<file path="src/rtl/osiris_pkg.sv">
// Shared arbiter types: FSM state encodings, grant owner and the IDLE arbitration rule.
package osiris_pkg;

  typedef enum logic [1:0] {
    ARB_IDLE = 2'd0,
    ARB_CORE = 2'd1,
    ARB_UART = 2'd2
  } arb_state_e;

  typedef enum logic {
    GRANT_CORE = 1'b0,
    GRANT_UART = 1'b1
  } grant_e;

  // Single requester wins; on contention the master that was not granted last wins.
  function automatic arb_state_e arb_pick(input logic core_req, input logic uart_req,
                                          input grant_e last);
    arb_state_e pick;
    pick = ARB_IDLE;
    if (core_req && uart_req) begin
      pick = (last == GRANT_UART) ? ARB_CORE : ARB_UART;
    end else if (core_req) begin
      pick = ARB_CORE;
    end else if (uart_req) begin
      pick = ARB_UART;
    end
    return pick;
  endfunction

endpackage

</file>
<file path="src/rtl/arb_timeout_cnt.sv">
// Ack watchdog: counts stalled strobe cycles and flags when TIMEOUT is reached.
module arb_timeout_cnt #(
  parameter int unsigned TIMEOUT = 15
) (
  input  logic clk,
  input  logic rst,
  input  logic clr_i,
  input  logic inc_i,
  output logic tmo_o
);

  localparam int unsigned CW = $clog2(TIMEOUT + 1);

  logic [CW-1:0] cnt_q;
  logic [CW-1:0] cnt_d;

  assign tmo_o = (cnt_q == CW'(TIMEOUT));

  // Clear wins over increment; the count saturates at the terminal value.
  always_comb begin
    cnt_d = cnt_q;
    if (clr_i) begin
      cnt_d = '0;
    end else if (inc_i && !tmo_o) begin
      cnt_d = cnt_q + CW'(1);
    end
  end

  always_ff @(posedge clk) begin
    if (!rst) begin
      cnt_q <= '0;
    end else begin
      cnt_q <= cnt_d;
    end
  end

endmodule

</file>
<file path="src/rtl/mem_port_arbiter.sv">
// Shares one Wishbone memory port between the core and the UART bridge
// with round-robin grant, cyc-locked bridge bursts and an ack watchdog.
module mem_port_arbiter
  import osiris_pkg::*;
#(
  parameter int unsigned DATA_WIDTH = 32,
  parameter int unsigned ADDR_WIDTH = 10,
  parameter int unsigned TIMEOUT    = 15
) (
  input  logic                  clk,
  input  logic                  rst,
  input  logic                  core_req_i,
  input  logic                  core_we_i,
  input  logic [ADDR_WIDTH-1:0] core_adr_i,
  input  logic [DATA_WIDTH-1:0] core_dat_i,
  output logic [DATA_WIDTH-1:0] core_dat_o,
  output logic                  core_ack_o,
  output logic                  core_stall_o,
  input  logic                  uart_cyc_i,
  input  logic                  uart_stb_i,
  input  logic                  uart_we_i,
  input  logic [ADDR_WIDTH-1:0] uart_adr_i,
  input  logic [DATA_WIDTH-1:0] uart_dat_i,
  output logic [DATA_WIDTH-1:0] uart_dat_o,
  output logic                  uart_ack_o,
  output logic                  mem_cyc_o,
  output logic                  mem_stb_o,
  output logic                  mem_we_o,
  output logic [ADDR_WIDTH-1:0] mem_adr_o,
  output logic [DATA_WIDTH-1:0] mem_dat_o,
  input  logic [DATA_WIDTH-1:0] mem_dat_i,
  input  logic                  mem_ack_i,
  output logic                  err_o
);

  arb_state_e            state_q;
  arb_state_e            state_d;
  arb_state_e            act_state;
  grant_e                last_grant_q;
  grant_e                last_grant_d;
  logic [DATA_WIDTH-1:0] core_dat_q;
  logic [DATA_WIDTH-1:0] core_dat_d;
  logic [DATA_WIDTH-1:0] uart_dat_q;
  logic [DATA_WIDTH-1:0] uart_dat_d;
  logic                  tmo_inc;
  logic                  tmo_clr;
  logic                  tmo;

  // A low rst kills the current grant immediately so no ack escapes.
  assign act_state = rst ? state_q : ARB_IDLE;

  arb_timeout_cnt #(
    .TIMEOUT(TIMEOUT)
  ) u_tmo (
    .clk  (clk),
    .rst  (rst),
    .clr_i(tmo_clr),
    .inc_i(tmo_inc),
    .tmo_o(tmo)
  );

  // Next state, grant bookkeeping and the output mux from the granted state.
  always_comb begin
    state_d      = act_state;
    last_grant_d = last_grant_q;
    core_dat_d   = core_dat_q;
    uart_dat_d   = uart_dat_q;
    tmo_inc      = 1'b0;
    mem_cyc_o    = 1'b0;
    mem_stb_o    = 1'b0;
    mem_we_o     = 1'b0;
    mem_adr_o    = '0;
    mem_dat_o    = '0;
    core_ack_o   = 1'b0;
    uart_ack_o   = 1'b0;
    err_o        = 1'b0;

    case (act_state)
      ARB_IDLE: begin
        state_d = arb_pick(core_req_i, uart_cyc_i & uart_stb_i, last_grant_q);
        if (state_d == ARB_CORE) begin
          last_grant_d = GRANT_CORE;
        end else if (state_d == ARB_UART) begin
          last_grant_d = GRANT_UART;
        end
      end

      ARB_CORE: begin
        mem_cyc_o = core_req_i;
        mem_stb_o = core_req_i;
        mem_we_o  = core_we_i;
        mem_adr_o = core_adr_i;
        mem_dat_o = core_dat_i;
        if (!core_req_i) begin
          state_d = ARB_IDLE;
        end else if (mem_ack_i) begin
          core_ack_o = 1'b1;
          core_dat_d = mem_dat_i;
          state_d    = ARB_IDLE;
        end else if (tmo) begin
          core_ack_o = 1'b1;
          err_o      = 1'b1;
          core_dat_d = '0;
          state_d    = ARB_IDLE;
        end else begin
          tmo_inc = 1'b1;
        end
      end

      ARB_UART: begin
        mem_cyc_o = uart_cyc_i;
        mem_stb_o = uart_stb_i;
        mem_we_o  = uart_we_i;
        mem_adr_o = uart_adr_i;
        mem_dat_o = uart_dat_i;
        // The bridge keeps the port for as long as it holds cyc.
        if (!uart_cyc_i) begin
          state_d = ARB_IDLE;
        end else if (mem_ack_i) begin
          uart_ack_o = 1'b1;
          uart_dat_d = mem_dat_i;
        end else if (uart_stb_i && tmo) begin
          uart_ack_o = 1'b1;
          err_o      = 1'b1;
          uart_dat_d = '0;
          state_d    = ARB_IDLE;
        end else if (uart_stb_i) begin
          tmo_inc = 1'b1;
        end
      end

      default: begin
        state_d = ARB_IDLE;
      end
    endcase

    tmo_clr      = mem_ack_i || (state_d != act_state);
    core_dat_o   = rst ? core_dat_d : '0;
    uart_dat_o   = rst ? uart_dat_d : '0;
    core_stall_o = core_req_i & ~core_ack_o;
  end

  always_ff @(posedge clk) begin
    if (!rst) begin
      state_q      <= ARB_IDLE;
      last_grant_q <= GRANT_UART;
      core_dat_q   <= '0;
      uart_dat_q   <= '0;
    end else begin
      state_q      <= state_d;
      last_grant_q <= last_grant_d;
      core_dat_q   <= core_dat_d;
      uart_dat_q   <= uart_dat_d;
    end
  end

endmodule

</file>
<file path="config.mk">
export PLATFORM = sky130hd
export DESIGN_NAME = mem_port_arbiter
export DESIGN_NICKNAME = d
export VERILOG_FILES = /design/src/rtl/osiris_pkg.sv /design/src/rtl/arb_timeout_cnt.sv /design/src/rtl/mem_port_arbiter.sv
export SDC_FILE = /design/constraint.sdc
export NUM_CORES = 1
export LEC_CHECK = 0
export ABC_AREA = 1
export BUFFER_PORTS_ARGS = -buffer_cell sky130_fd_sc_hd__buf_4
export CAP_MARGIN = 0
export CORE_MARGIN = 4
export CORE_UTILIZATION = 25
export DETAILED_ROUTE_END_ITERATION = 6
export GPL_TIMING_DRIVEN = 0
export RECOVER_POWER = 50
export SYNTH_ARGS = -nofsm -noshare
export SYNTH_HDL_FRONTEND = slang
export SYNTH_SLANG_ARGS = --single-unit
</file>
<file path="constraint.sdc">
create_clock -name clk -period 5.2 [get_ports clk]
set_input_delay 0.52 -clock clk [delete_from_list [all_inputs] [get_ports clk]]
set_output_delay 0.52 -clock clk [all_outputs]
set_load 0.02 [all_outputs]
</file>
==> results of run 1 <==
## report_power, final
part	internal, mW	switching [mW]
Sequential	0.553	0.00234
Clock	0.519	0.239
Combinational	0.0907	0.0976
## state kept, by name (all words and copies together), names as in the netlist
signal	count
u_tmo.cnt_q	4
state_q	2
uart_dat_q	32
last_grant_q	1
core_dat_q	32
## cell type report
cell class	count	area [sq um]	share of cell area
multi-input combinational	323	1740	0.287
timing repair buffer	236	1700	0.281
sequential	71	1420	0.234
inverter	117	439	0.0724
tap	184	230	0.0379
clock buffer	9	225	0.0371
buffer	40	165	0.0272
clock inverter	7	143	0.0235
## layer usage
layer,vias to the layer above,track usage,part of all wire
li1,2275,-,-
met1,1947,0.205,0.43
met2,156,0.269,0.48
met3,16,0.0508,0.074
met4,0,0.0391,0.014
met5,-,0,0
## cell usage in the layout (no fill, tap or decap), drive strengths merged, types with 2 or more instances in the layout
cell type  count
buf          228
inv          118
nand2        111
dfxtp         71
o21ai         67
o211ai        65
clkbuf        57
a21oi         46
nor2          12
nand3          7
ha             6
nor3           5
bufinv         4
clkinv         2
## path summary, 6_finish.rpt
kind | from | end | slack (ns) | cells past startpoint
worst max-delay path | rst | core_dat_o[3] | 1.41 | 12
worst min-delay path | core_dat_q[23]$_DFF_P_ | core_dat_q[23]$_DFF_P_ | 0.49 | 2
worst max register to register | state_q[0]$_SDFF_PN0_ | core_dat_q[3]$_DFF_P_ | 2.45 | 10
worst min register to register | core_dat_q[23]$_DFF_P_ | core_dat_q[23]$_DFF_P_ | 0.49 | 2
## per-stage QoR
step                worst slack, ns   util  hold WS, ns
floorplan                      2.79      -        0.461
global placement               2.21  0.394        0.477
detailed placement             2.24  0.394        0.481
CTS                            2.20  0.419        0.484
global route                   1.04  0.411        0.509
finish                         1.41  0.411        0.494
## synthesized netlist by cell type (all sizes together), types with 5 or more instances
master | instances | share of area
nor3 | 5 | 0.012
nand2 | 111 | 0.12
inv | 117 | 0.12
nand3 | 7 | 0.010
dfxtp | 71 | 0.37
clkbuf | 19 | 0.019
nor2 | 12 | 0.017
o21ai | 67 | 0.090
a21oi | 46 | 0.060
o211ai | 65 | 0.13
ha | 6 | 0.020
buf | 21 | 0.028
## kinds of logic after synthesis
logic type      synth area share
simple gates               0.156
compound gates             0.285
buf+inv                    0.162
xor+xnor                 0.00459
flops                      0.373
fa+ha+maj                 0.0197
## worst max-delay path, delay by kind of cell
kind                     cells  cell delay, ns
buffers and inverters        6            1.33
adder cells (fa/ha/maj)      1            0.16
AND/OR/NAND/NOR              3            0.94
AO/OA/AOI/OAI                2            0.30
==> results.md, run 1 <==
- Status: finished clean
- Buffers added on ports: about 240
- First-pass detailed-route iteration total: 4
- Residual DRC: 0
- Area Growth Syn to Fin: 59.2%
- Post-CTS Hold Buffers: 0
- I/O pin count: roughly 240
- Row Count: 44
- CTS Root Cell: clkbuf_16
- CP Capture Type: primary output
- CTS tree: built
- Syn Inst Count: 551
- CP peak stage delay: 0.53 ns
- Clock Latency Late Sink: 0.33 ns
- Layout Cells excl Fill: just under 1,000
- Overall power: around 1.5 mW
- #FFs+latches synth: 71
- Die H: ~130 um
- Maxcap violations: 0
- Max-slew headroom: 0.608
- Final nets: 928
- Maximum vdd ir drop: roughly 150 uV
- Post-route ant nets: 0
- Syn Area/Cell: between 6 and 7 sq um
- Async SR Flop Fraction: 0
- CTS buffer count: 9
- Final Instance Area: a little over 6000 sq um
- Critical path required time: about 4.7 ns
- H-tree depth: 3
- Vias in the first global route: roughly 4,300
- GRT Residual Overflow: 0
- CTS clock-pin slew for the worst setup and hold paths: 0.05 ns
- Top cell by count, worst path: clkbuf_1
- First-pass GRT wire length: between 20 and 25 mm
- Placed cell area: 5820 sq um
- Clock Path Buffers: 2
- Worst path arrival time: about 3.3 ns
- Tightest Pin Transition: around 0.59 ns
- Leakage power: 3.15 nW
- Kind of critical path: in2out
- Min cycle time layout: about 3.8 ns
- Dpl cells: a little under 1,000
- Clk_skew: roughly 0.011 ns
- Netlist cell types: 29
- Setup Total Neg Slack: 0 ns
- Total track usage: 0.162
- Slowest CP cell: nor2_1
- Core Region: approximately 15,000 sq um
- Critical path startpoint category: primary input
- Postcts setup bufs: 0
- Initial Utilization: 0.258
- Post-CTS sizing: 0
- Power Density: about 250 nW/um^2
- Clk sink count: 71
- Layout fillers: around 1,600
- Vias per cell: 4.45
- YS warnings: 0
- Post-route clock period utilization: 0.728
- Highest clock rate: ~260 MHz
- Post-synthesis net count: 681
- Max FO, Critical Path: 10
- Routed wire length: around 14 mm
- Unrepaired setup endpoints after global routing: false
- Die width: 132 um
- # diodes: 0
- Max-slew violations: 0
- Main synth FF type: dfxtp_1
- Largest net degree at the start of global routing: 14
- Post-Syn Area: between 3000 and 4000 sq um
- EDFF count, synth: 0
- GPL Wtd Cong: ~0.8
- Initial antenna violation count: 0
- Final setup viols: 0
- CP Cell Sequence: clkbuf_1 > nand2_1 > inv_1 > ha_1 > clkbuf_1 > nand2_1 > nor2_1 > clkbuf_1 > o21ai_0 > o211ai_1 > inv_1 > buf_4
- Final Hold Fails: 0
- Seq/Total Area, Yosys: 0.373
- Detailed placement HPWL: between 10 and 15 mm
- Min-Delay Path Class: reg2reg
- Share of cells above drive strength 1: 0.323
- Routed wire per std cell: about 15 um
- Vias: 4,394
- Initial DRC count: just over 200
- Die ar.: between 15,000 and 20,000 sq um
Power figures use the tool's default switching activity.
==> run 2: changes to the inputs <==
==> constraint.sdc (replaced) <==
create_clock -name clk -period 3.8 [get_ports clk]
set_input_delay 0.38 -clock clk [delete_from_list [all_inputs] [get_ports clk]]
set_output_delay 0.38 -clock clk [all_outputs]
set_load 0.02 [all_outputs]
==> results.md, run 2 (same netlist as run 1, synthesis figures left out) <==
- Status: finished clean
- CTS tree: built
- Vias: 4,403 (+0.20%)
- Routed wire length: 14.5 mm (+0.17%)
- Post-CTS sizing: 0 (unchanged)
- Post-route clock period utilization: 0.800
- Residual DRC: 0 (unchanged)
- Max-slew violations: 0 (unchanged)
- Layout Cells excl Fill: 987 (unchanged)
- Final nets: 928 (unchanged)
- Clk_skew: 0.0106 ns (+0.000114 ns)
- Vias in the first global route: 4,286 (unchanged)
- Commonest non-fill, non-tap cell in the layout: buf_4
- H-tree depth: 3 (unchanged)
- Slowest CP cell: clkbuf_1
- Buf/Inv on CP: 5 (-1)
- CP top delay family: buffers and inverters
- Post-CTS Hold Buffers: 0 (unchanged)
- Dpl cells: 971 (unchanged)
- Power Density: 337 nW/um^2 (+36%)
- Detailed placement HPWL: 11.5 mm (unchanged)
- Clk sink count: 71 (unchanged)
- Area Growth Syn to Fin: 59.8%
- Postcts setup bufs: 0 (unchanged)
- Most frequent cells in the layout: 220 x buf_4, 111 x inv_1, 106 x nand2_1
- CTS buffer count: 9 (unchanged)
- Regs by FF count: core_dat_q x32, uart_dat_q x32, u_tmo.cnt_q x4
- Largest net degree at the start of global routing: 14 (unchanged)
- First-pass detailed-route iteration total: 4 (unchanged)
- Unrepaired setup endpoints after global routing: false
- Maxcap violations: 0 (unchanged)
- Buffers added on ports: 236 (unchanged)
- Leakage power: 3.18 nW (+0.81%)
- Core Region: 14,800 sq um (unchanged)
- CTS Root Cell: clkbuf_16
- Highest clock rate: around 330 MHz
- Min cycle time layout: between 3 and 4 ns
- Die H: 132 um (unchanged)
- Row Count: 44 (unchanged)
- Vias per cell: 4.46 (+0.20%)
- GPL Wtd Cong: 0.783 (unchanged)
- Initial DRC count: 174 (-15%)
- Initial Utilization: 0.258 (unchanged)
- GRT Residual Overflow: 0 (unchanged)
- CTS clock-pin slew for the worst setup and hold paths: 0.06 ns (about the same)
- Die width: 132 um (unchanged)
- Final Hold Fails: 0 (unchanged)
- Final setup viols: 0 (unchanged)
- Maximum vdd ir drop: 199 uV (+37%)
- Tightest Pin Transition: 0.541 ns (-0.0446 ns)
- CP Capture Type: primary output
- Hold WS: 0.421 ns (-0.0728 ns)
- Clock Path Buffers: 2 (unchanged)
- # diodes: 0 (unchanged)
- Initial antenna violation count: 0 (unchanged)
- Setup Total Neg Slack: 0 ns (unchanged)
- I/O pin count: 237 (unchanged)
- Max FO, Critical Path: 10 (unchanged)
- Clock Latency Late Sink: 0.33 ns (about the same)
- Kind of critical path: reg2out
- Critical path required time: 3.42 ns (-1.26 ns)
- Share of cells above drive strength 1: 0.330 (+0.00747)
- CP Cell Sequence: nand2_1 > inv_1 > ha_1 > clkbuf_1 > nand2_4 > nor2_1 > buf_2 > o211ai_1 > inv_1 > buf_4
- Top cell by count, worst path: inv_1
- Total track usage: 0.162 (unchanged)
- Critical path startpoint category: register
- Min-Delay Path Class: in2reg
- Post-route ant nets: 0 (unchanged)
- Max-slew headroom: 0.639 (+0.0312)
- Worst path arrival time: 2.66 ns (-0.61 ns)
- First-pass GRT wire length: 23.1 mm (unchanged)
- Die ar.: 17,300 sq um (unchanged)
- Routed wire per std cell: 14.6 um (+0.17%)
- CP peak stage delay: 0.42 ns (-0.11 ns)
-- run 2: cell count changes in the layout (fill, tap and decap cells not counted), sizes merged --
cell,delta
buf,+4
clkbuf,-4
-- run 2: path summary, 6_finish.rpt --
check / from / endpoint / slack, ns / cells after the start
min: rst / state_q[1]$_SDFF_PN0_ / 0.42 / 3
min reg2reg: core_dat_q[23]$_DFF_P_ / core_dat_q[23]$_DFF_P_ / 0.49 / 2
max reg2reg: state_q[0]$_SDFF_PN0_ / u_tmo.cnt_q[3]$_SDFFE_PP0P_ / 1.54 / 12
max: state_q[0]$_SDFF_PN0_ / core_dat_o[21] / 0.76 / 10
-- run 2: area by class of cell --
class                      instances  area [sq um]
timing repair buffer             236          1710
clock inverter                     7           143
multi-input combinational        323          1760
sequential                        71          1420
inverter                         117           439
tap                              184           230
clock buffer                       9           225
buffer                            40           171
fill                            1554          8660
-- run 2: layer usage --
layer,wire length (um),GRT usage,up-vias
li1,-,-,2278
met1,6300,0.205,1951
met2,6900,0.269,160
met3,1060,0.0508,14
met4,199,0.0391,0
met5,0,0,-
-- run 2: through the flow --
stage | worst slack [ns] | cell area (sq um) | power [mW] | utilization
2_1_floorplan | 1.67 | 3810 | 0.886 | -
3_3_place_gp | 1.09 | 5820 | 1.04 | 0.394
3_5_place_dp | 1.12 | 5820 | 1.04 | 0.394
4_1_cts | 0.943 | 6180 | 2.09 | 0.419
5_1_grt | 0.457 | 6090 | 2.14 | 0.413
6_report | 0.760 | 6090 | 2.06 | 0.413
-- run 2: where the power goes --
| group | switching [mW] | internal (mW) | leakage [nW] | total [mW] |
|---|---|---|---|---|
| registers | 0.00323 | 0.756 | 0.573 | 0.760 |
| clock network | 0.328 | 0.710 | 0.180 | 1.04 |
| logic | 0.135 | 0.125 | 2.43 | 0.260 |
-- run 2: worst min-delay path: stages --
cell and delay (ns):
clkbuf_1 0.14, inv_1 0.13, nor2_1 0.06
